$ cat config.mk
export PLATFORM = sky130hd
export DESIGN_NAME = sd_image_loader
export DESIGN_NICKNAME = d
export VERILOG_FILES = /design/src/rtl/sd_image_loader.sv
export SDC_FILE = /design/constraint.sdc
export NUM_CORES = 1
export LEC_CHECK = 0
export BUFFER_PORTS_ARGS = -buffer_cell sky130_fd_sc_hd__buf_2
export CORE_UTILIZATION = 41
export DETAILED_ROUTE_END_ITERATION = 12
export PLACE_DENSITY = 0.76
export SYNTH_ARGS = -nofsm -noshare
export SYNTH_HDL_FRONTEND = slang
export SYNTH_SLANG_ARGS = --single-unit
$ cat constraint.sdc
create_clock -name CLK -period 1.8 [get_ports CLK]
set_clock_uncertainty 0.05 [all_clocks]
set_input_delay 0.27 -clock CLK [delete_from_list [all_inputs] [get_ports CLK]]
set_output_delay 0.27 -clock CLK [all_outputs]
set_load 0.03 [all_outputs]
$ cat src/rtl/sd_image_loader.sv
// Boot-time copy engine: streams IMAGE_BYTES from sdcram into DRAM one word at a time, then sets a sticky done flag.
// Optional running checksum of written words is enabled by defining SD_LOADER_CHECKSUM_EN.
module sd_image_loader #(
    parameter logic [40:0] SRC_BASE    = 41'h0,
    parameter logic [31:0] DST_BASE    = 32'h8000_0000,
    parameter logic [31:0] IMAGE_BYTES = 32'h0080_0000
) (
    input  logic        CLK,
    input  logic        RST_X,
    output logic [40:0] o_sd_addr,
    output logic        o_sd_ren,
    input  logic [31:0] i_sd_rdata,
    input  logic        i_sd_busy,
    output logic [31:0] o_addr,
    output logic [31:0] o_data,
    output logic        o_we,
    input  logic        i_dram_busy,
    output logic        o_done,
    output logic [31:0] o_checksum
);

    typedef enum logic [2:0] {
        S_INIT,
        S_RD_REQ,
        S_RD_GAP,
        S_RD_WAIT,
        S_WR_REQ,
        S_WR_GAP,
        S_DONE
    } state_t;

    localparam logic [29:0] LAST_IDX = IMAGE_BYTES[31:2] - 30'd1;

    state_t      state;
    logic [29:0] idx;
    logic [29:0] idx_nxt;

    assign idx_nxt = idx + 30'd1;

    always_ff @(posedge CLK or negedge RST_X) begin
        if (!RST_X) begin
            state     <= S_INIT;
            idx       <= '0;
            o_sd_addr <= SRC_BASE;
            o_sd_ren  <= 1'b0;
            o_addr    <= DST_BASE;
            o_data    <= '0;
            o_we      <= 1'b0;
            o_done    <= 1'b0;
        end else begin
            o_sd_ren <= 1'b0;
            o_we     <= 1'b0;
            case (state)
                S_INIT: begin
                    if (IMAGE_BYTES == 32'd0) begin
                        state  <= S_DONE;
                        o_done <= 1'b1;
                    end else begin
                        state <= S_RD_REQ;
                    end
                end
                S_RD_REQ: begin
                    if (!i_sd_busy) begin
                        o_sd_ren <= 1'b1;
                        state    <= S_RD_GAP;
                    end
                end
                S_RD_GAP: state <= S_RD_WAIT;
                S_RD_WAIT: begin
                    if (!i_sd_busy) begin
                        o_data <= i_sd_rdata;
                        state  <= S_WR_REQ;
                    end
                end
                S_WR_REQ: begin
                    if (!i_dram_busy) begin
                        o_we  <= 1'b1;
                        state <= S_WR_GAP;
                    end
                end
                S_WR_GAP: begin
                    // Addresses advance here so both stay stable across the whole read and write phases.
                    if (idx == LAST_IDX) begin
                        state  <= S_DONE;
                        o_done <= 1'b1;
                    end else begin
                        idx       <= idx_nxt;
                        o_sd_addr <= SRC_BASE + {9'd0, idx_nxt, 2'b00};
                        o_addr    <= DST_BASE + {idx_nxt, 2'b00};
                        state     <= S_RD_REQ;
                    end
                end
                S_DONE: state <= S_DONE;
                default: state <= S_INIT;
            endcase
        end
    end

`ifdef SD_LOADER_CHECKSUM_EN
    always_ff @(posedge CLK or negedge RST_X) begin
        if (!RST_X) begin
            o_checksum <= '0;
        end else if (state == S_WR_REQ && !i_dram_busy) begin
            o_checksum <= o_checksum + o_data;
        end
    end
`else
    assign o_checksum = '0;
`endif

endmodule
==> results by group <==
Placed design
  • Post-DP HPWL: between 5000 and 6000 µm
  • Gpl congestion: 0.7872
  • Placed cells: 560
  • Port buffer count: 130

Clocking
  • TritonCTS clock tree: done
  • Clock Tree Buf Depth: 2
  • # clock sinks: between 60 and 70
  • Clock Latency Late Sink: 0.33 ns
  • Root Buffer Master: clkbuf_8
  • Clock-pin slew on the worst setup and hold paths: 0.07 ns
  • CTS Buf Count: 9
  • H-Tree Depth: 3

Floorplan
  • Core footprint: just over 8000 µm²
  • Chip height: 94.27 µm
  • Number of top-level pins: 176
  • Std-Cell Rows: 33
  • Die area: 8887 µm²
  • Initial core utilization: 0.4249
  • Die extent in x: 94.27 µm

Global routing
  • Initial antenna violation count: 0
  • First-pass GRT wire length: roughly 12,000 µm
  • Vias in the first global route: 2,477
  • Gr ovfl total: 0
  • Gr usage total: 0.1706
  • Largest net degree at the start of global routing: 70

Critical path
  • Critical path class: reg2reg
  • Worst Setup End Kind: flop
  • Worst path cell trace: nand3b_1 -> or4_4 -> or3_1 -> mux2_2
  • Max incr delay on CP: 0.54 ns
  • CP max FO: 3
  • WP data arrival: 2.04 ns
  • Critical path required time: 1.97 ns
  • Worst setup SP type: flop
  • Slowest cell on crit path: or4_4

Routing
  • Final antenna-violating net count: 0
  • Drt pass-1 iters: 4
  • Via density: 4.506
  • Initial DRC count: 49
  • WL/cell: 12.56 µm
  • DRC viols: 0
  • DR vias: 2,609
  • Final WL: 7272 µm

Yosys
  • Post-synth EDFFs: 0
  • Syn_area_per_cell: 11.41 µm²
  • Ys Warns: 0
  • Synth Flop Type: dfrtp_1
  • Synth Cell Area: 3491 µm²
  • Cells after Synth: 306
  • Fraction of registers with async set/reset: 1.000
  • FF+latch count, synth: 69
  • Post-synth cell types: 37
  • Register area share after synthesis: 0.4950

Worst hold path
  • Hold WC Path Type: in2reg

Layout
  • Filler cells: 726
  • Final core occ: 0.5713
  • Layout area overhead: 34.48%
  • # diodes: 0
  • Share of layout cells above drive strength 1: 0.5949
  • Non-filler cells in the finished layout: 579
  • Fin nets: 507

Timing
  • Pins Over Slew Limit: 0
  • Fmax: around 0.53 GHz
  • Tmin final: 1.870 ns
  • Post-route setup TNS: -0.4321 ns
  • Final hold violation count: 0
  • Tcrit/Tclk final: 1.039
  • Final Setup Violations: 13
  • Worst setup margin: -0.07037 ns
  • RSZ-0062 raised after global routing: true

Run
  • Max Cap Viol: 0

Power and ir drop
  • Power Density: ~1300 nW/µm²
  • Maximum vdd drop: roughly 0.58 mV
  • Leakage power: 2.454 nW

Outcome
  • Outcome: finished, violations left
  • Failing checks: setup timing
==> power breakdown <==
group / switching [mW] / internal [mW]
clock: 0.560 / 0.526
combinational: 1.72 / 1.02
sequential: 0.234 / 2.02
==> final cells by class <==
| class | instances | area [µm²] | share of cell area |
|---|---|---|---|
| clock buffers | 11 | 141.4 | 0.03012 |
| well taps | 105 | 131.4 | 0.02799 |
| repair buffers | 188 | 1130 | 0.2407 |
| clock inverters | 4 | 25.02 | 0.005330 |
| flip-flops and latches | 69 | 1749 | 0.3726 |
| multi-input cells | 195 | 1491 | 0.3177 |
| inverters | 7 | 26.28 | 0.005597 |
==> layout by cell type, fill, tap and decap left out, types with 3 or more instances in the layout <==
master,netlist,layout
buf_2,1,130
buf_4,74,53
dfrtp_1,68,51
conb_1,1,45
mux2_2,34,34
xnor2_1,22,20
dfrtp_2,0,17
nand2_1,16,14
nand4_1,11,11
clkbuf_8,0,10
nand3_1,10,8
nor2_1,12,8
inv_1,7,7
xor2_1,7,7
nor2_2,0,4
nor3_1,5,3
o21ai_0,3,3
nor4_2,0,3
buf_12,0,3
==> registers in the layout, summed over array words and instances, names as in the netlist <==
| register | cells |
|---|---|
| idx | 30 |
| o_addr | 1 |
| o_data | 32 |
| o_done | 1 |
| o_sd_ren | 1 |
| o_we | 1 |
| state | 3 |
==> through the flow <==
stage / setup WS (ns) / power, mW / hold slack, ns / area, µm²
after global routing: -0.1753 / 6.423 / 0.05369 / 4695
after global placement: -0.07570 / 4.954 / 0.2659 / 4385
after floorplan: -0.1843 / 4.211 / -0.07559 / 3746
final: -0.07037 / 6.078 / 0.06632 / 4695
after detailed placement: -0.07471 / 5.029 / 0.2691 / 4385
after CTS: -0.06694 / 6.128 / 0.05086 / 4628
==> layer usage <==
layer / part of all wire / GRT usage / up-vias
met5: 0 / 0 / -
met4: 0.023 / 0.08462 / 0
met3: 0.044 / 0.03317 / 12
met2: 0.52 / 0.2880 / 84
met1: 0.41 / 0.2063 / 1276
li1: - / - / 1237
==> cell usage after synthesis, drive strengths merged, types with 5 or more instances <==
library cell	count	area, µm²
buf	75	560.5
dfrtp	68	1702
mux2	35	397.9
xnor2	22	192.7
nand2	16	60.06
nand4	12	81.33
nor2	12	45.04
nand3	10	50.05
inv	7	26.28
xor2	7	61.31
nor3	5	25.02
nor4	5	31.28
==> worst paths after layout <==
path	slack, ns	end	from	depth (start not counted)
worst max-delay path	-0.07	idx[19]	state[1]	4
worst min-delay path	0.07	o_we	i_dram_busy	2
worst max register to register	-0.07	idx[19]	state[1]	4
worst min register to register	0.42	o_done	o_done	1
max in group asynchronous	0.94	o_addr[31]	RST_X	3
min in group asynchronous	0.43	o_data[0]	RST_X	3
==> worst max-delay path, delay by kind of cell (launching register included) <==
family | cells | cell delay, ns
flip-flops | 1 | 0.37
multiplexers | 1 | 0.28
AND/OR/NAND/NOR | 3 | 1.06
==> kinds of logic after synthesis <==
group,after synthesis,share of synthesized area
and+or+nand+nor,75,0.1222
AOI/OAI and AO/OA,10,0.01900
buffers and inverters,86,0.1724
other,1,0.001074
adders and majority gates,1,0.003584
xor gates and xnor gates,29,0.07276
muxes,35,0.1140
DFF,69,0.4950
==> what timing repair did <==
| item | CTS | global route |
|---|---|---|
| endpoints found under the setup margin | 14 | 24 |
| buffers inserted | 2 | 1 |
| gates resized for setup | 9 | 11 |
| endpoints found under the hold margin | 68 | 0 |
| pin swaps | 5 | 13 |
| cloned | 0 | 0 |
| hold buffers | 1 | 0 |
Note: power is estimated with default switching activity, not from simulation.
